`src/rtl/instr_fetch_if.sv`:
```
// Handshake bundle between the instruction fetch stage and whatever loads and
// consumes it. The master drives program load, start and stall; the slave issues instructions.
interface instr_fetch_if #(
    parameter int AW = 5,
    parameter int IW = 18
);
    logic          load_en;
    logic [AW-1:0] load_addr;
    logic [IW-1:0] load_data;
    logic [AW:0]   prog_len;
    logic          start;
    logic          stall;
    logic [IW-1:0] instruct;
    logic          instr_valid;
    logic [AW-1:0] pc;
    logic [AW:0]   issued_count;
    logic          done;

    modport master (
        output load_en, load_addr, load_data, prog_len, start, stall,
        input  instruct, instr_valid, pc, issued_count, done
    );

    modport slave (
        input  load_en, load_addr, load_data, prog_len, start, stall,
        output instruct, instr_valid, pc, issued_count, done
    );
endinterface

```
`src/rtl/instr_fetch.sv`:
```
// Instruction fetch stage: loadable program memory plus a PC that issues one
// instruction per clock from address 0 for a latched program length.
module instr_fetch #(
    parameter int DEPTH = 32,
    parameter int AW    = 5,
    parameter int IW    = 18
) (
    input  logic          clock,
    input  logic          reset_n,
    instr_fetch_if.slave  bus
);

    typedef enum logic [1:0] {
        S_IDLE  = 2'd0,
        S_FETCH = 2'd1,
        S_DONE  = 2'd2
    } state_t;

    localparam logic [AW:0] LP_DEPTH = (AW+1)'(DEPTH);

    state_t        r_state;
    logic [IW-1:0] r_mem [DEPTH];
    logic [IW-1:0] r_instr;
    logic          r_valid;
    logic [AW-1:0] r_pc;
    logic [AW:0]   r_cnt;
    logic [AW:0]   r_len;
    logic          r_done;
    logic          w_idle;
    logic [AW:0]   w_len;

    // Loads and starts are only accepted while no run is in progress.
    always_comb begin
        w_idle = 1'b0;
        w_len  = bus.prog_len;
        if ((r_state == S_IDLE) || (r_state == S_DONE)) begin
            w_idle = 1'b1;
        end else begin
            w_idle = 1'b0;
        end
        if (bus.prog_len > LP_DEPTH) begin
            w_len = LP_DEPTH;
        end else begin
            w_len = bus.prog_len;
        end
    end

    // Program memory write port; contents deliberately survive reset.
    always_ff @(posedge clock) begin
        if (bus.load_en && w_idle) begin
            r_mem[bus.load_addr] <= bus.load_data;
        end
    end

    // Run-control FSM with all outputs registered; stall freezes every register.
    always_ff @(posedge clock or negedge reset_n) begin
        if (!reset_n) begin
            r_state <= S_IDLE;
            r_instr <= {IW{1'b0}};
            r_valid <= 1'b0;
            r_pc    <= {AW{1'b0}};
            r_cnt   <= {(AW+1){1'b0}};
            r_len   <= {(AW+1){1'b0}};
            r_done  <= 1'b0;
        end else begin
            case (r_state)
                S_IDLE, S_DONE: begin
                    r_valid <= 1'b0;
                    if (bus.start) begin
                        r_len <= w_len;
                        r_pc  <= {AW{1'b0}};
                        r_cnt <= {(AW+1){1'b0}};
                        if (w_len == {(AW+1){1'b0}}) begin
                            r_done  <= 1'b1;
                            r_state <= S_DONE;
                        end else begin
                            r_done  <= 1'b0;
                            r_state <= S_FETCH;
                        end
                    end
                end
                S_FETCH: begin
                    if (!bus.stall) begin
                        if (r_cnt < r_len) begin
                            // The write port is closed during FETCH, so this read never races a load.
                            r_instr <= r_mem[r_pc];
                            r_valid <= 1'b1;
                            r_pc    <= r_pc + AW'(1);
                            r_cnt   <= r_cnt + (AW+1)'(1);
                        end else begin
                            r_valid <= 1'b0;
                            r_done  <= 1'b1;
                            r_state <= S_DONE;
                        end
                    end
                end
                default: begin
                    r_state <= S_IDLE;
                    r_valid <= 1'b0;
                end
            endcase
        end
    end

    assign bus.instruct     = r_instr;
    assign bus.instr_valid  = r_valid;
    assign bus.pc           = r_pc;
    assign bus.issued_count = r_cnt;
    assign bus.done         = r_done;

endmodule
```
`src/flat_wrapper.sv`:
```
// flat-port wrapper written by rule: the top's interface ports become plain ports
module instr_fetch_flat 
#(
    parameter int DEPTH = 32,
    parameter int AW    = 5,
    parameter int IW    = 18
)
  (clock, reset_n, bus_load_en, bus_load_addr, bus_load_data, bus_prog_len, bus_start, bus_stall, bus_instruct, bus_instr_valid, bus_pc, bus_issued_count, bus_done);
  instr_fetch_if #(.AW(AW), .IW(IW)) bus_i ();
  input  logic clock;
  input  logic reset_n;
  input wire logic [$bits(bus_i.load_en)-1:0] bus_load_en;
  input wire logic [$bits(bus_i.load_addr)-1:0] bus_load_addr;
  input wire logic [$bits(bus_i.load_data)-1:0] bus_load_data;
  input wire logic [$bits(bus_i.prog_len)-1:0] bus_prog_len;
  input wire logic [$bits(bus_i.start)-1:0] bus_start;
  input wire logic [$bits(bus_i.stall)-1:0] bus_stall;
  output wire logic [$bits(bus_i.instruct)-1:0] bus_instruct;
  output wire logic [$bits(bus_i.instr_valid)-1:0] bus_instr_valid;
  output wire logic [$bits(bus_i.pc)-1:0] bus_pc;
  output wire logic [$bits(bus_i.issued_count)-1:0] bus_issued_count;
  output wire logic [$bits(bus_i.done)-1:0] bus_done;
  assign bus_i.load_en = bus_load_en;
  assign bus_i.load_addr = bus_load_addr;
  assign bus_i.load_data = bus_load_data;
  assign bus_i.prog_len = bus_prog_len;
  assign bus_i.start = bus_start;
  assign bus_i.stall = bus_stall;
  assign bus_instruct = bus_i.instruct;
  assign bus_instr_valid = bus_i.instr_valid;
  assign bus_pc = bus_i.pc;
  assign bus_issued_count = bus_i.issued_count;
  assign bus_done = bus_i.done;
  instr_fetch #(.DEPTH(DEPTH), .AW(AW), .IW(IW)) u_core (.clock(clock), .reset_n(reset_n), .bus(bus_i));
endmodule
```
`config.mk`:
```
export PLATFORM = sky130hd
export DESIGN_NAME = instr_fetch_flat
export DESIGN_NICKNAME = d
export VERILOG_FILES = /design/src/rtl/instr_fetch_if.sv /design/src/rtl/instr_fetch.sv /design/src/flat_wrapper.sv
export SDC_FILE = /design/constraint.sdc
export NUM_CORES = 1
export LEC_CHECK = 0
export BUFFER_PORTS_ARGS = -buffer_cell sky130_fd_sc_hd__buf_2
export CAP_MARGIN = 10
export CORE_MARGIN = 5
export CORE_UTILIZATION = 40
export CTS_BUF_LIST = sky130_fd_sc_hd__clkbuf_8
export DETAILED_ROUTE_END_ITERATION = 10
export GPL_TIMING_DRIVEN = 0
export PLACE_DENSITY = 0.6
export SLEW_MARGIN = 20
export SYNTH_ARGS = -nofsm -noshare
export SYNTH_HDL_FRONTEND = slang
export SYNTH_SLANG_ARGS = --single-unit
export TNS_END_PERCENT = 30
```
`constraint.sdc`:
```
create_clock -name clock -period 4.9 [get_ports clock]
set_input_delay 0.49 -clock clock [delete_from_list [all_inputs] [get_ports clock]]
set_output_delay 0.49 -clock clock [all_outputs]
set_load 0.05 [all_outputs]
```
Word-level counts from Yosys, hierarchy flattened
Memories as Yosys holds them, arrays and structs flattened. A register that Yosys moved wholly into a read port is not among the register bits.
Index checks and enable logic that the tools add are counted.
- magnitude comparators: 2
- equality and inequality tests: 6
- add/sub/neg operators: 2
- reductions and logical operators: 12
- mux-type cells: 25
- bitwise logic cells: 1
- operators with widths (operator ; number):
    $mux 6 ; 4
    $mux 5 ; 3
    $pmux 6 s2 ; 1
    $mux 1 ; 10
    $pmux 5 s2 ; 1
    $mux 2 ; 4
    $reduce_and 4->1 ; 2
    $add 6x1->6 const B ; 1
    $gt 6x6->1 const B ; 1
    $logic_not 6->1 ; 1
    $lt 6x6->1 ; 1
    $ne 2x2->1 const B ; 3
    $reduce_and 3->1 ; 2
    $add 5x1->5 const B ; 1
    $pmux 2 s2 ; 1
    $eq 2x1->1 const B ; 1
    $eq 2x2->1 const B ; 1
    $logic_not 2->1 ; 1
    $ne 2x1->1 const B ; 1
    $pmux 1 s2 ; 1
    $reduce_and 2->1 ; 1
    $reduce_bool 2->1 ; 1
    $reduce_or 2->1 ; 1
    $logic_and 1x1->1 ; 1
    3 further kinds ; 3
- logic and storage cells: 55
- memory bits (writable): 576
- memories kept: 1
- input bits: 34
- output and inout port bits: 31
- register bits: 21
- memories (name ; words ; width ; rd ports ; clocked after Yosys merged registers in ; wr ports ; line ; RTL):
    u_core.r_mem ; 32 ; 18 ; 1 ; 1 ; 1 ; instr_fetch.sv:22 ; logic [IW-1:0] r_mem [DEPTH];

Logic depth before layout (Yosys ltp)
- depth after elaboration: 6
- depth in mapped cells: 9
- depth with buffers taken out: 7

Least setup slack after synthesis
OpenSTA, ideal clock, no wires.
- kind: flip-flop to flip-flop
- start: register u_core.r_state[0]
- end: memory u_core.r_mem[14][0], enable pin
- stages on the path, launching flop included: 6
- setup time: 393 ps
- period minus slack after synthesis: 2445 ps
- data required time: 4507 ps
- data arrival time: 2053 ps
- path slack: 2455 ps
- buffers on the path: 2
- path through: dfrtp_1 -> buf_4 -> nand2b_1 -> or3b_2 -> clkbuf_1 -> nor2_1
- longest elaborated chain between the ends: 6
- elaborated cells between the ends (all ways): 7
- those cells by class: eq/ne: 1; mux: 3; reduce/logical: 3
- ends and longest elaborated chain (element ; line ; RTL):
    start: declaration ; instr_fetch.sv:21 ; state_t r_state;
    start signal: assignment ; instr_fetch.sv:58 ; r_state <= S_IDLE;
    start signal: assignment ; instr_fetch.sv:75 ; r_state <= S_DONE;
    start signal: assignment ; instr_fetch.sv:78 ; r_state <= S_FETCH;
    $eq 2x2->1 or $logic_not 2->1 (tied branches) ; instr_fetch.sv:36 ; if ((r_state == S_IDLE) || (r_state == S_DONE)) begin
    $logic_or 1x1->1 * ; instr_fetch.sv:36 ;
    $mux 1 * ; instr_fetch.sv:36 ;
    $logic_and 1x1->1 * ; instr_fetch.sv:50 ; if (bus.load_en && w_idle) begin
    $mux 1 * ; instr_fetch.sv:50 ;
    $mux 1 (not written as such) * ; instr_fetch.sv:51 ; r_mem[bus.load_addr] <= bus.load_data;
    end: declaration ; instr_fetch.sv:22 ;
Every way passes the cells marked *; elsewhere a longest branch is shown, timed or not.

==> metrics.md <==
| Metric | Value |
|---|---|
| Sink Count | `a little over 600` |
| Later-pin clock latency in the skew report | `~0.70 ns` |
| Switch share | `a little over a third` |
| Cells after synthesis | `~1400` |
| Via count | `around 14000` |
| Leakage | `a little over 0.009 µW` |
| Fill cells | `approximately 5100` |
| Largest net degree at the start of global routing | `40` |
| Die X | `257 µm` |
| Critical Path RT | `approximately 5.5 ns` |
| Mapped Area | `approximately 24000 µm²` |
| P per Cell Area | `between 500 and 600 nW/µm²` |
| Sw power | `between 5000 and 6000 µW` |
| Worst path arrival time | `about 3.6 ns` |
| Worst hold path class | `in2reg` |
| I/O Pins | `65` |
| Global-route wire length before repair | `about 96000 µm` |
| Worst setup EP type | `flip-flop` |
| Post-CTS sizing | `0` |
| Worst Tran Pin Value | `between 1 and 1.5 ns` |
| Worst r2r src | `u_core.bus.pc[2]` |
| WL/cell | `27.4 µm` |
| Post-synthesis register bit count | `615` |
| Fin crit period | `between 3 and 4 ns` |
| VDD IR max | `between 0.2 and 0.3 mV` |
| Initial antenna violation count | `7` |
| Grt ovf | `0` |
| Crit-path max FO | `10` |
| Initial drt markers | `roughly 1400` |
| Number of max-cap violations | `0` |
| Routed WL | `66800 µm` |
| Nets | `roughly 1600` |
| Setup violators final | `0` |
| Rows | `90` |
| Final worst path period share | `roughly 61%` |
| Post-synthesis average cell area | `around 18 µm²` |
| WHS | `roughly 0.064 ns` |
| Net count after synthesis | `about 1400` |
| Area of the multi-input gates | `5690 µm²` |
| Antenna-violating nets left | `0` |
| Slew Limit Fails | `0` |
| TritonCTS clock tree | `done` |
| Layout Skew | `approximately 0.031 ns` |
| Longest Clk Path Bufs | `3` |
| Die height | `between 200 and 300 µm` |
| PortBufs | `64` |
| Die ar. | `~66000 µm²` |
| Status | `completed` |
| Number of global-route vias before repair | `13600` |
| Flop pwr share | `41.4%` |
| Clock power frac | `between 20% and 30%` |
| Vias per cell | `around 5.6` |
| Worst-path clk slew | `0.06 ns` |
| Post-synthesis sequential area ratio | `75.1%` |
| Worst Hold Launch | `bus_prog_len[1]` |
| Max_slew headroom | `between 30% and 40%` |
| Setup Crit Path Kind | `reg2reg` |
| RePlAce Congestion | `roughly 0.95` |
| CTS root buffer | `clkbuf_8` |
| Post-DP HPWL | `between 40000 and 50000 µm` |
| RSZ-0062 raised after global routing | `no` |
| Dpl cell area | `approximately 26000 µm²` |
| Post-synth cell types | `48` |
| Crit path from | `u_core.bus.pc[2]` |
| Max Clk Rate | `~0.33 GHz` |
| Sequential Area | `between 15000 and 20000 µm²` |
| Drt first pass iters | `7` |
| Hold Violations, Final | `0` |
| CP Launch Type | `flip-flop` |
| Area of the core | `around 60000 µm²` |
| Share of cells above drive strength 1 | `about a fifth` |
| Post-route cell area | `between 20000 and 30000 µm²` |
| H-Tree Depth | `3` |
| Setup TNS | `0 ns` |
| Synth warnings | `0` |
| Area Growth Syn to Fin | `14.4%` |
| Int Pwr | `between 9000 and 10000 µW` |
| Total GRT Usage | `between 10% and 20%` |
| Combinational cell fraction of total power | `31.4%` |
| Starting density of the core | `between 40 and 50%` |
| Total CTS buffers | `99` |
| Drt drc | `0` |
[metal layers]
metal / global-route usage [%] / wire length (µm) / up-vias
li1: - / - / 5937
met1: 27.7 / 28200 / 6992
met2: 30.6 / 30700 / 617
met3: 4.47 / 5620 / 97
met4: 7.98 / 2280 / 2
met5: 0 / 13 / -
[cells by family (layout without fill, tap and decap cells)]
logic type | Yosys count | count (layout) | synth area share [%]
buf+inv | 92 | 352 | 2.19
flops | 615 | 615 | 75.1
simple gates | 123 | 123 | 2.58
fa+ha+maj | 7 | 7 | 0.360
compound gates | 247 | 247 | 6.93
other cells | 0 | 6 | 0
mux | 304 | 304 | 12.8
[layout make-up]
class,instances,share of cell area [%]
timing repair buffer,81,2.07
tap,782,3.52
clock buffer,106,5.24
sequential,615,65.7
clock inverter,73,1.12
buffer,82,1.78
antenna,6,0.0539
multi-input combinational,681,20.4
inverter,10,0.135
[synth_stat cells, drive strengths merged]
cell | n | area (µm²)
and2 | 2 | 12.5
edfxtp | 576 | 17300
a31o | 2 | 17.5
ha | 7 | 87.6
dfrtp | 39 | 976
nand2b | 9 | 56.3
a22o | 2 | 17.5
nand3 | 4 | 20.0
nor3 | 4 | 20.0
nor3b | 2 | 15.0
nand2 | 18 | 67.6
nor2b | 2 | 12.5
or2 | 1 | 6.26
nand4b | 1 | 8.76
mux2 | 18 | 203
a31oi | 3 | 18.8
a311oi | 2 | 17.5
o21ai | 9 | 45.0
and2b | 1 | 7.51
o311ai | 2 | 17.5
nand3b | 9 | 67.6
mux4 | 4 | 90.1
nand4 | 1 | 6.26
or4 | 1 | 7.51
a2111oi | 3 | 38.8
a22oi | 136 | 1020
mux2i | 282 | 2820
a21o | 5 | 37.5
a21oi | 73 | 365
or3 | 2 | 12.5
buf | 68 | 442
nor4 | 17 | 106
inv | 10 | 37.5
clkbuf | 14 | 52.6
a32oi | 2 | 17.5
a211oi | 3 | 27.5
or3b | 3 | 26.3
o2111ai | 1 | 15.0
nor2 | 46 | 175
o211ai | 2 | 15.0
o31ai | 2 | 15.0
[registers in the layout, indices dropped and copies added, names as in the netlist]
register	count
u_core.r_mem	576
u_core.bus.instruct	18
u_core.bus.issued_count	6
u_core.r_len	6
u_core.bus.pc	5
u_core.r_state	2
u_core.bus.done	1
u_core.bus.instr_valid	1
[metrics by stage]
stage / util, % / instances / total power [µW] / worst slack [ns]
after detailed placement: 43.2 / 2250 / 10700 / 1.99
after CTS: 46.2 / 2430 / 14700 / 1.95
after global routing: 46.2 / 2431 / 15200 / 1.86
after floorplan: - / 1388 / 9150 / 2.45
final: 46.2 / 2436 / 14600 / 1.89
after global placement: 42.5 / 2234 / 10600 / 1.32
[critical path: stages, from the launching register on]
cell and delay (ns):
dfrtp_1 0.39, buf_2 0.20, nor2_2 0.42, buf_2 0.37
buf_2 0.36, a22oi_1 0.14, a21oi_1 0.50, nor4_1 0.20
mux2_2 0.30
[cells in the final DEF (no fill, tap or decap), drive strengths merged, types with 3 or more instances in the layout]
master,n
a21o,5
a31oi,3
nor3,4
dfrtp,39
ha,7
nor4,17
or3b,3
edfxtp,576
nand2,18
a2111oi,3
nand2b,9
o21ai,9
nor2,46
clkinvlp,3
diode,6
a22oi,136
clkbuf,120
buf,148
mux2,18
nand3,4
mux2i,282
a21oi,73
clkinv,28
inv,52
a211oi,3
mux4,4
nand3b,9
[worst paths after layout]
path                                      endpoint  slack, ns  depth (start not counted)
min in group asynchronous          u_core.r_len[3]       0.51                          2
hold / removal                     u_core.r_len[1]       0.06                          3
max in group asynchronous   u_core.bus.instruct[9]       3.73                          2
setup / recovery           u_core.bus.instruct[16]       1.89                          8
hold reg to reg             u_core.bus.instr_valid       0.50                          1
setup reg to reg           u_core.bus.instruct[16]       1.89                          8
[power by group through the flow]
stage                     Clock, µW  Sequential (µW)  Combinational, µW
after floorplan                   0             6500               2650
after detailed placement          0             6160               4530
after global routing           4290             6070               4810
after global placement            0             6150               4480
after CTS                      4060             6050               4550
final                          3980             6050               4590
[repair_timing]
action	CTS	global route
setup buffers	0	0
hold buffers	1	0
endpoints found under the hold margin	39	0
Power figures use the tool's default switching activity.
